`config.mk`:
```
export PLATFORM = sky130hd
export DESIGN_NAME = fare_gate_ctrl
export DESIGN_NICKNAME = d
export VERILOG_FILES = /design/src/rtl/fare_gate_ctrl.sv
export SDC_FILE = /design/constraint.sdc
export NUM_CORES = 1
export LEC_CHECK = 0
export CORE_ASPECT_RATIO = 0.75
export CORE_MARGIN = 2
export CORE_UTILIZATION = 60
export CTS_CLUSTER_DIAMETER = 60
export CTS_CLUSTER_SIZE = 12
export DETAILED_ROUTE_END_ITERATION = 8
export DONT_BUFFER_PORTS = 1
export GPL_ROUTABILITY_DRIVEN = 1
export PLACE_DENSITY = 0.82
export SETUP_SLACK_MARGIN = 0.02
export SLEW_MARGIN = 5
export SYNTH_ARGS = -nofsm -noshare
export SYNTH_HDL_FRONTEND = slang
export SYNTH_SLANG_ARGS = --single-unit
```
`constraint.sdc`:
```
create_clock -name clk -period 2.53 [get_ports clk]
set_input_delay 0.3795 -clock clk [delete_from_list [all_inputs] [get_ports clk]]
set_output_delay 0.3795 -clock clk [all_outputs]
set_load 0.02 [all_outputs]
```
`src/rtl/fare_gate_ctrl.sv`:
```
// Fare gate controller: debounced card read, fare check, balance write-back,
// gate release and saturating pass/deny statistics.
module fare_gate_ctrl #(
  parameter int BAL_W      = 8,
  parameter int FARE       = 4,
  parameter int WAIT_CYC   = 3,
  parameter int READ_CYC   = 3,
  parameter int SHOW_CYC   = 4,
  parameter int OPEN_CYC   = 5,
  parameter int WB_TIMEOUT = 8,
  parameter int STAT_W     = 16
) (
  input  logic              clk,
  input  logic              reset,
  input  logic              run,
  input  logic [BAL_W-1:0]  balance,
  input  logic              wb_ready,
  output logic              wb_valid,
  output logic [BAL_W-1:0]  wb_balance,
  output logic [2:0]        disp_code,
  output logic [BAL_W-1:0]  disp_val,
  output logic              gate_open,
  output logic [STAT_W-1:0] pass_cnt,
  output logic [STAT_W-1:0] deny_cnt
);

  function automatic int maxi(input int a, input int b);
    return (a > b) ? a : b;
  endfunction

  localparam int MAXC = maxi(maxi(maxi(WAIT_CYC, READ_CYC),
                                  maxi(SHOW_CYC, OPEN_CYC)),
                             WB_TIMEOUT);
  localparam int CW = $clog2(MAXC + 1);

  localparam logic [BAL_W-1:0] FARE_V = BAL_W'(FARE);

  localparam logic [CW-1:0] WAIT_END = CW'(WAIT_CYC - 1);
  localparam logic [CW-1:0] READ_END = CW'(READ_CYC - 1);
  localparam logic [CW-1:0] SHOW_END = CW'(SHOW_CYC - 1);
  localparam logic [CW-1:0] OPEN_END = CW'(OPEN_CYC - 1);
  localparam logic [CW-1:0] WB_END   = CW'(WB_TIMEOUT - 1);

  typedef enum logic [2:0] {
    S_RES,
    S_WAIT,
    S_READ,
    S_BAL,
    S_WB,
    S_OPEN,
    S_DENY,
    S_ERR
  } state_e;

  state_e            state_q, state_d;
  logic [CW-1:0]     cnt_q, cnt_d;
  logic [BAL_W-1:0]  bal_q, bal_d;
  logic [STAT_W-1:0] pass_q, pass_d;
  logic [STAT_W-1:0] deny_q, deny_d;
  logic              pass_inc, deny_inc;
  logic              restart;
  logic [BAL_W-1:0]  remain;

  assign remain = bal_q - FARE_V;

  always_ff @(posedge clk) begin
    if (reset) begin
      state_q <= S_RES;
      cnt_q   <= '0;
      bal_q   <= '0;
      pass_q  <= '0;
      deny_q  <= '0;
    end else begin
      state_q <= state_d;
      cnt_q   <= cnt_d;
      bal_q   <= bal_d;
      pass_q  <= pass_d;
      deny_q  <= deny_d;
    end
  end

  always_comb begin
    state_d  = state_q;
    bal_d    = bal_q;
    pass_inc = 1'b0;
    deny_inc = 1'b0;
    restart  = 1'b0;
    unique case (state_q)
      S_RES: state_d = S_WAIT;
      S_WAIT: begin
        if (cnt_q == WAIT_END) begin
          if (run) state_d = S_READ;
          else     restart = 1'b1;
        end
      end
      S_READ: begin
        if (!run) begin
          state_d = S_WAIT;
        end else if (cnt_q == READ_END) begin
          bal_d = balance;
          if (balance >= FARE_V) begin
            state_d = S_BAL;
          end else begin
            state_d  = S_DENY;
            deny_inc = 1'b1;
          end
        end
      end
      S_BAL: if (cnt_q == SHOW_END) state_d = S_WB;
      S_WB: begin
        // a late ready on the timeout cycle still completes the entry
        if (wb_ready) begin
          state_d  = S_OPEN;
          pass_inc = 1'b1;
        end else if (cnt_q == WB_END) begin
          state_d  = S_ERR;
          deny_inc = 1'b1;
        end
      end
      S_OPEN: if (cnt_q == OPEN_END) state_d = S_WAIT;
      S_DENY: if (cnt_q == SHOW_END) state_d = S_WAIT;
      S_ERR:  if (cnt_q == SHOW_END) state_d = S_WAIT;
      default: state_d = S_RES;
    endcase

    if (restart || state_d != state_q) cnt_d = '0;
    else                               cnt_d = cnt_q + CW'(1);

    pass_d = (pass_inc && pass_q != '1) ? pass_q + STAT_W'(1) : pass_q;
    deny_d = (deny_inc && deny_q != '1) ? deny_q + STAT_W'(1) : deny_q;
  end

  always_comb begin
    wb_valid   = 1'b0;
    wb_balance = '0;
    disp_code  = 3'd0;
    disp_val   = '0;
    gate_open  = 1'b0;
    unique case (state_q)
      S_RES:  disp_code = 3'd0;
      S_WAIT: disp_code = 3'd1;
      S_READ: disp_code = 3'd2;
      S_BAL: begin
        disp_code = 3'd3;
        disp_val  = remain;
      end
      S_WB: begin
        disp_code  = 3'd3;
        wb_valid   = 1'b1;
        wb_balance = remain;
      end
      S_OPEN: begin
        disp_code = 3'd5;
        gate_open = 1'b1;
      end
      S_DENY: begin
        disp_code = 3'd4;
        disp_val  = bal_q;
      end
      S_ERR:  disp_code = 3'd6;
      default: disp_code = 3'd0;
    endcase
  end

  assign pass_cnt = pass_q;
  assign deny_cnt = deny_q;

endmodule

```
After elaboration in Yosys (flattened, before gate mapping)
Index checks and enable logic that the tools add are counted.
{"block": "totals", "wordCells": 59, "inputBits": 12, "regBits": 47, "output_inout_bits": 53}
{"block": "classes", "add_sub_neg": 4, "n_reduce_logical": 8, "n_mux": 27, "eq_ne": 14, "order_cmp": 1}
{"cell": "case mux 3 bit (7 select lines)", "count": 2}
{"cell": "adder 16 x 1 -> 16 bit (second input constant)", "count": 2}
{"cell": "inequality test 16 bit (second input constant)", "count": 2}
{"cell": "two-way mux 3 bit", "count": 10}
{"cell": "case mux 8 bit (2 select lines)", "count": 1}
{"cell": "equality test 3 bit (second input constant)", "count": 4}
{"cell": "two-way mux 1 bit", "count": 12}
{"cell": "equality test 4 x 2 -> 1 bit (second input constant)", "count": 2}
{"cell": "equality test 4 x 3 -> 1 bit (second input constant)", "count": 2}
{"cell": ">= comparator 8 x 3 -> 1 bit (second input constant)", "count": 1}
{"cell": "two-way mux 8 bit", "count": 1}
{"cell": "subtractor 8 x 3 -> 8 bit (second input constant)", "count": 1}
{"cell": "equality test 3 x 2 -> 1 bit (second input constant)", "count": 2}
{"cell": "OR reduction 2 bit", "count": 3}
{"cell": "adder 4 x 1 -> 4 bit (second input constant)", "count": 1}
{"cell": "equality test 3 x 1 -> 1 bit (second input constant)", "count": 1}
{"cell": "zero test 3 bit", "count": 1}
{"cell": "inequality test 3 bit", "count": 1}
{"cell": "AND reduction 3 bit", "count": 1}
{"cell": "logical AND 1 bit", "count": 2}
{"cell": "case mux 1 bit (2 select lines)", "count": 1}
{"cell": "logical OR 1 bit", "count": 1}

Depth between registers and ports, before layout
{"block": "depth", "depth_word": 8, "mapped_depth": 8, "ltp_nobuf": 7}

Worst setup path before layout
OpenSTA, ideal clock, no wires.
{"block": "synth_timing", "path_type": "reg2out", "from": "reg bal_q[4]", "to": "out disp_val[7]", "stages_incl_launch_ff": 6, "t_required_ns": 2.151, "setup_slack_ns": 0.584, "arrival_ns": 1.566, "n_path_buf": 1, "cell_sequence": "dfxtp_1 > clkbuf_1 > nor4_1 > nand2b_1 > xor2_1 > o31ai_1"}
{"block": "synth_between", "elab_chain_cells": 2}
{"element": "from (decl)", "line_no": "57", "rtl": "logic [BAL_W-1:0] bal_q, bal_d;"}
{"element": "from (signal assigned)", "line_no": "76", "rtl": "bal_q <= bal_d;"}
{"element": "subtractor 8 x 3 -> 8 bit", "line_no": "64", "rtl": "assign remain = bal_q - FARE_V;"}
{"element": "case mux 8 bit (2 select lines)", "line_no": "139", "rtl": "unique case (state_q)"}
{"element": "to (decl)", "line_no": "21", "rtl": "output logic [BAL_W-1:0] disp_val,"}
Every way passes these cells.

Worst setup path in the final report
{"block": "layout_timing", "from": "reg bal_q[2]", "to": "out disp_val[6]"}
Same word-level chain as after synthesis.

==> results.cfg <==
[finish]
syn_to_final_growth_pct = 6.16
drive_gt1_frac = 0.0798
final_nets = 369
antennaDiodeCount = 0
fin_cells = 408

[sta]
totalNegativeSetupSlack_ps = 0
finalClockSkew_ps = 4.88
finalMaxSlewViolations = 0
min_period_over_period = 0.889
layout_setup_ws_ps = 281
rsz0062_at_grt = no
period_needed_ps = 2250
worst_slew_pin_slew_ps = 570
timing.slew.headroom = 0.619
setup_violations = 0
final_hold_viol_count = 0
fmax_mhz = 445

[detailed_routing]
ant_nets = 0
drt_first_pass_iters = 5
vias_per_cell = 6.27
routedWlPerCell_um = 15.2
finalWirelength_um = 6220
num_vias = 2558
drt_iter0_markers = 173
drc = 0

[pwr]
ir_worst_vdd_uv = 326
powerDensity_nw_per_um2 = 427
p_leak_nw = 1.07
power.total_mw = 1.25

[die]
fp.dieW_um = 82.4
die_h_um = 62.8
std_cell_rows = 21
coreArea_um2 = 4440
io_pins = 65
initial_utilization = 0.622
dieArea_um2 = 5170

[worst_setup_path]
timing.rr.start = state_q[0]$_SDFF_PP0_
critPathLaunchType = register
cp_data_arrival_time_ps = 1870
end_kind = output pin
reg2reg_depth = 5
critPathKind = register to output pin
r2r-end = deny_cnt[11]$_SDFFE_PP0P_
r2r_slack_ps = 290
crit_required_ps = 2150
path_max_fanout = 7

[logic_synthesis]
post-synth-top-count-cell = dfxtp_1
postSynthAreaPerCell_um2 = 7.92
syn-cell-area_um2 = 2760
yosysTopAreaCellShare = 0.340
yosysWarnings = 0
yosysSeqAreaShare = 0.340
synthFlopType = dfxtp_1
synth_largest_area_cell = dfxtp_1
synth_edf_count = 0
ys_ff_latch = 47
yosys-top-cells-area = dfxtp_1 (34%), nor2_1 (6.1%), nand3_1 (4.5%)
async_flop_share = 0
synth_cells = 349
yosys-top-cells-count = dfxtp_1 (47), nor2_1 (45), nand3_1 (25)
yosysUniqueCellTypes = 58
syn_nets = 367

[clock_tree]
clock-sinks = 47
cts.hold.buffers_added = 0
root_buffer = clkbuf_8
cts.reportedPaths.clkPinSlew_ps = 90
clkLatencyLatePin_ps = 300
cts_buffers = 5
postCtsResizedCells = 0
cts_tree = done
htreeDepth = 2
cts_buffer_depth = 2
post_cts_buffers = 0

[placement]
port_buffers = 0
dp_hpwl_um = 4650
gp_congestion = 0.889
dp.cells = 401
place_ws_ps = 319

[min_path]
whs_path_depth = 1
hold_path.class = input pin to register
worstHoldStart = reset
holdPathEnd = deny_cnt[12]$_SDFFE_PP0P_

[global_route]
antenna_found_initial = 0
grt_pass1_vias = 2274
overflow = 0
grt_use_total = 0.251
grt_pass1_wl_um = 10300
grt_max_degree = 47

[run_status]
run_status = finished clean

[run]
drv_cap = 0
[worst max-delay path: stages, from the launching register on]
cell     delay, ps
dfxtp_1        460
inv_1           90
ha_1           250
nor3b_1        180
o21ai_0        160
a22oi_1        100
nor2_1         320
[where the power goes]
group,leakage (nW),switching [mW],internal [mW]
sequential,0.379,0.00628,0.742
combinational,0.649,0.0250,0.0163
clock,0.0470,0.249,0.215
[per-layer routing]
layer	GRT usage	vias up	wire length [um]
met5	0	-	0
met4	0.0646	0	51
met3	0.0708	7	473
met2	0.388	96	2830
met1	0.342	1194	2860
li1	-	1261	-
[layout make-up]
| cell class | count | area [um^2] |
|---|---|---|
| clock buffers | 6 | 82.6 |
| multi-input cells | 273 | 1700 |
| inverters | 13 | 48.8 |
| flip-flops and latches | 47 | 941 |
| well taps | 57 | 71.3 |
| repair buffers | 11 | 82.6 |
| fillers | 378 | 1510 |
| clock inverters | 1 | 5.00 |
[cells in the final DEF (no fill, tap or decap), types with 4 or more instances in the layout]
master    netlist  routed
nand4_1        10      10
and3_1          7       7
nand3_1        25      25
o21a_1          4       4
and2_1          6       6
inv_1          13      13
a21oi_1        22      22
nor2_1         45      45
or3_1           4       4
clkbuf_8        0       6
xor2_1          8       8
o21ai_0        12      12
ha_1            6       6
and4_1          5       5
nor2b_1         6       6
xnor2_1        13      13
buf_4           0      11
dfxtp_1        47      47
nor3b_1         7       7
nor3_1         13      13
nand2_1        20      20
[kinds of logic (layout without fill, tap and decap cells)]
| group | after synthesis | in the layout | share of synthesized area |
|---|---|---|---|
| xor+xnor | 21 | 21 | 0.0665 |
| simple gates | 170 | 170 | 0.332 |
| compound gates | 72 | 72 | 0.175 |
| fa+ha+maj | 6 | 6 | 0.0272 |
| flops | 47 | 47 | 0.340 |
| buf+inv | 29 | 31 | 0.0435 |
| mux | 4 | 4 | 0.0154 |
[stage by stage]
step                hold WS [ps]   util  instance area (um^2)
finish                       140  0.661                  2930
global route                 124  0.661                  2930
CTS                          134  0.661                  2930
detailed placement           458  0.641                  2850
global placement             450  0.641                  2850
floorplan                    445      -                  2760
[registers in the layout (all words and copies together) (netlist names)]
signal    count
deny_cnt     16
pass_cnt     16
bal_q         8
cnt_q         4
state_q       3
[worst max path at each step]
stage                               start                   endpoint  slack, ps  cells past startpoint
global route        state_q[0]$_SDFF_PP0_                disp_val[6]         60                      4
finish              bal_q[2]$_SDFFE_PP0P_                disp_val[6]        280                      6
global placement    state_q[0]$_SDFF_PP0_  deny_cnt[11]$_SDFFE_PP0P_        360                      5
detailed placement  state_q[0]$_SDFF_PP0_  deny_cnt[11]$_SDFFE_PP0P_        320                      5
floorplan           bal_q[4]$_SDFFE_PP0P_                disp_val[7]        580                      5
CTS                 state_q[0]$_SDFF_PP0_  deny_cnt[11]$_SDFFE_PP0P_        280                      5
Power figures use the tool's default switching activity.
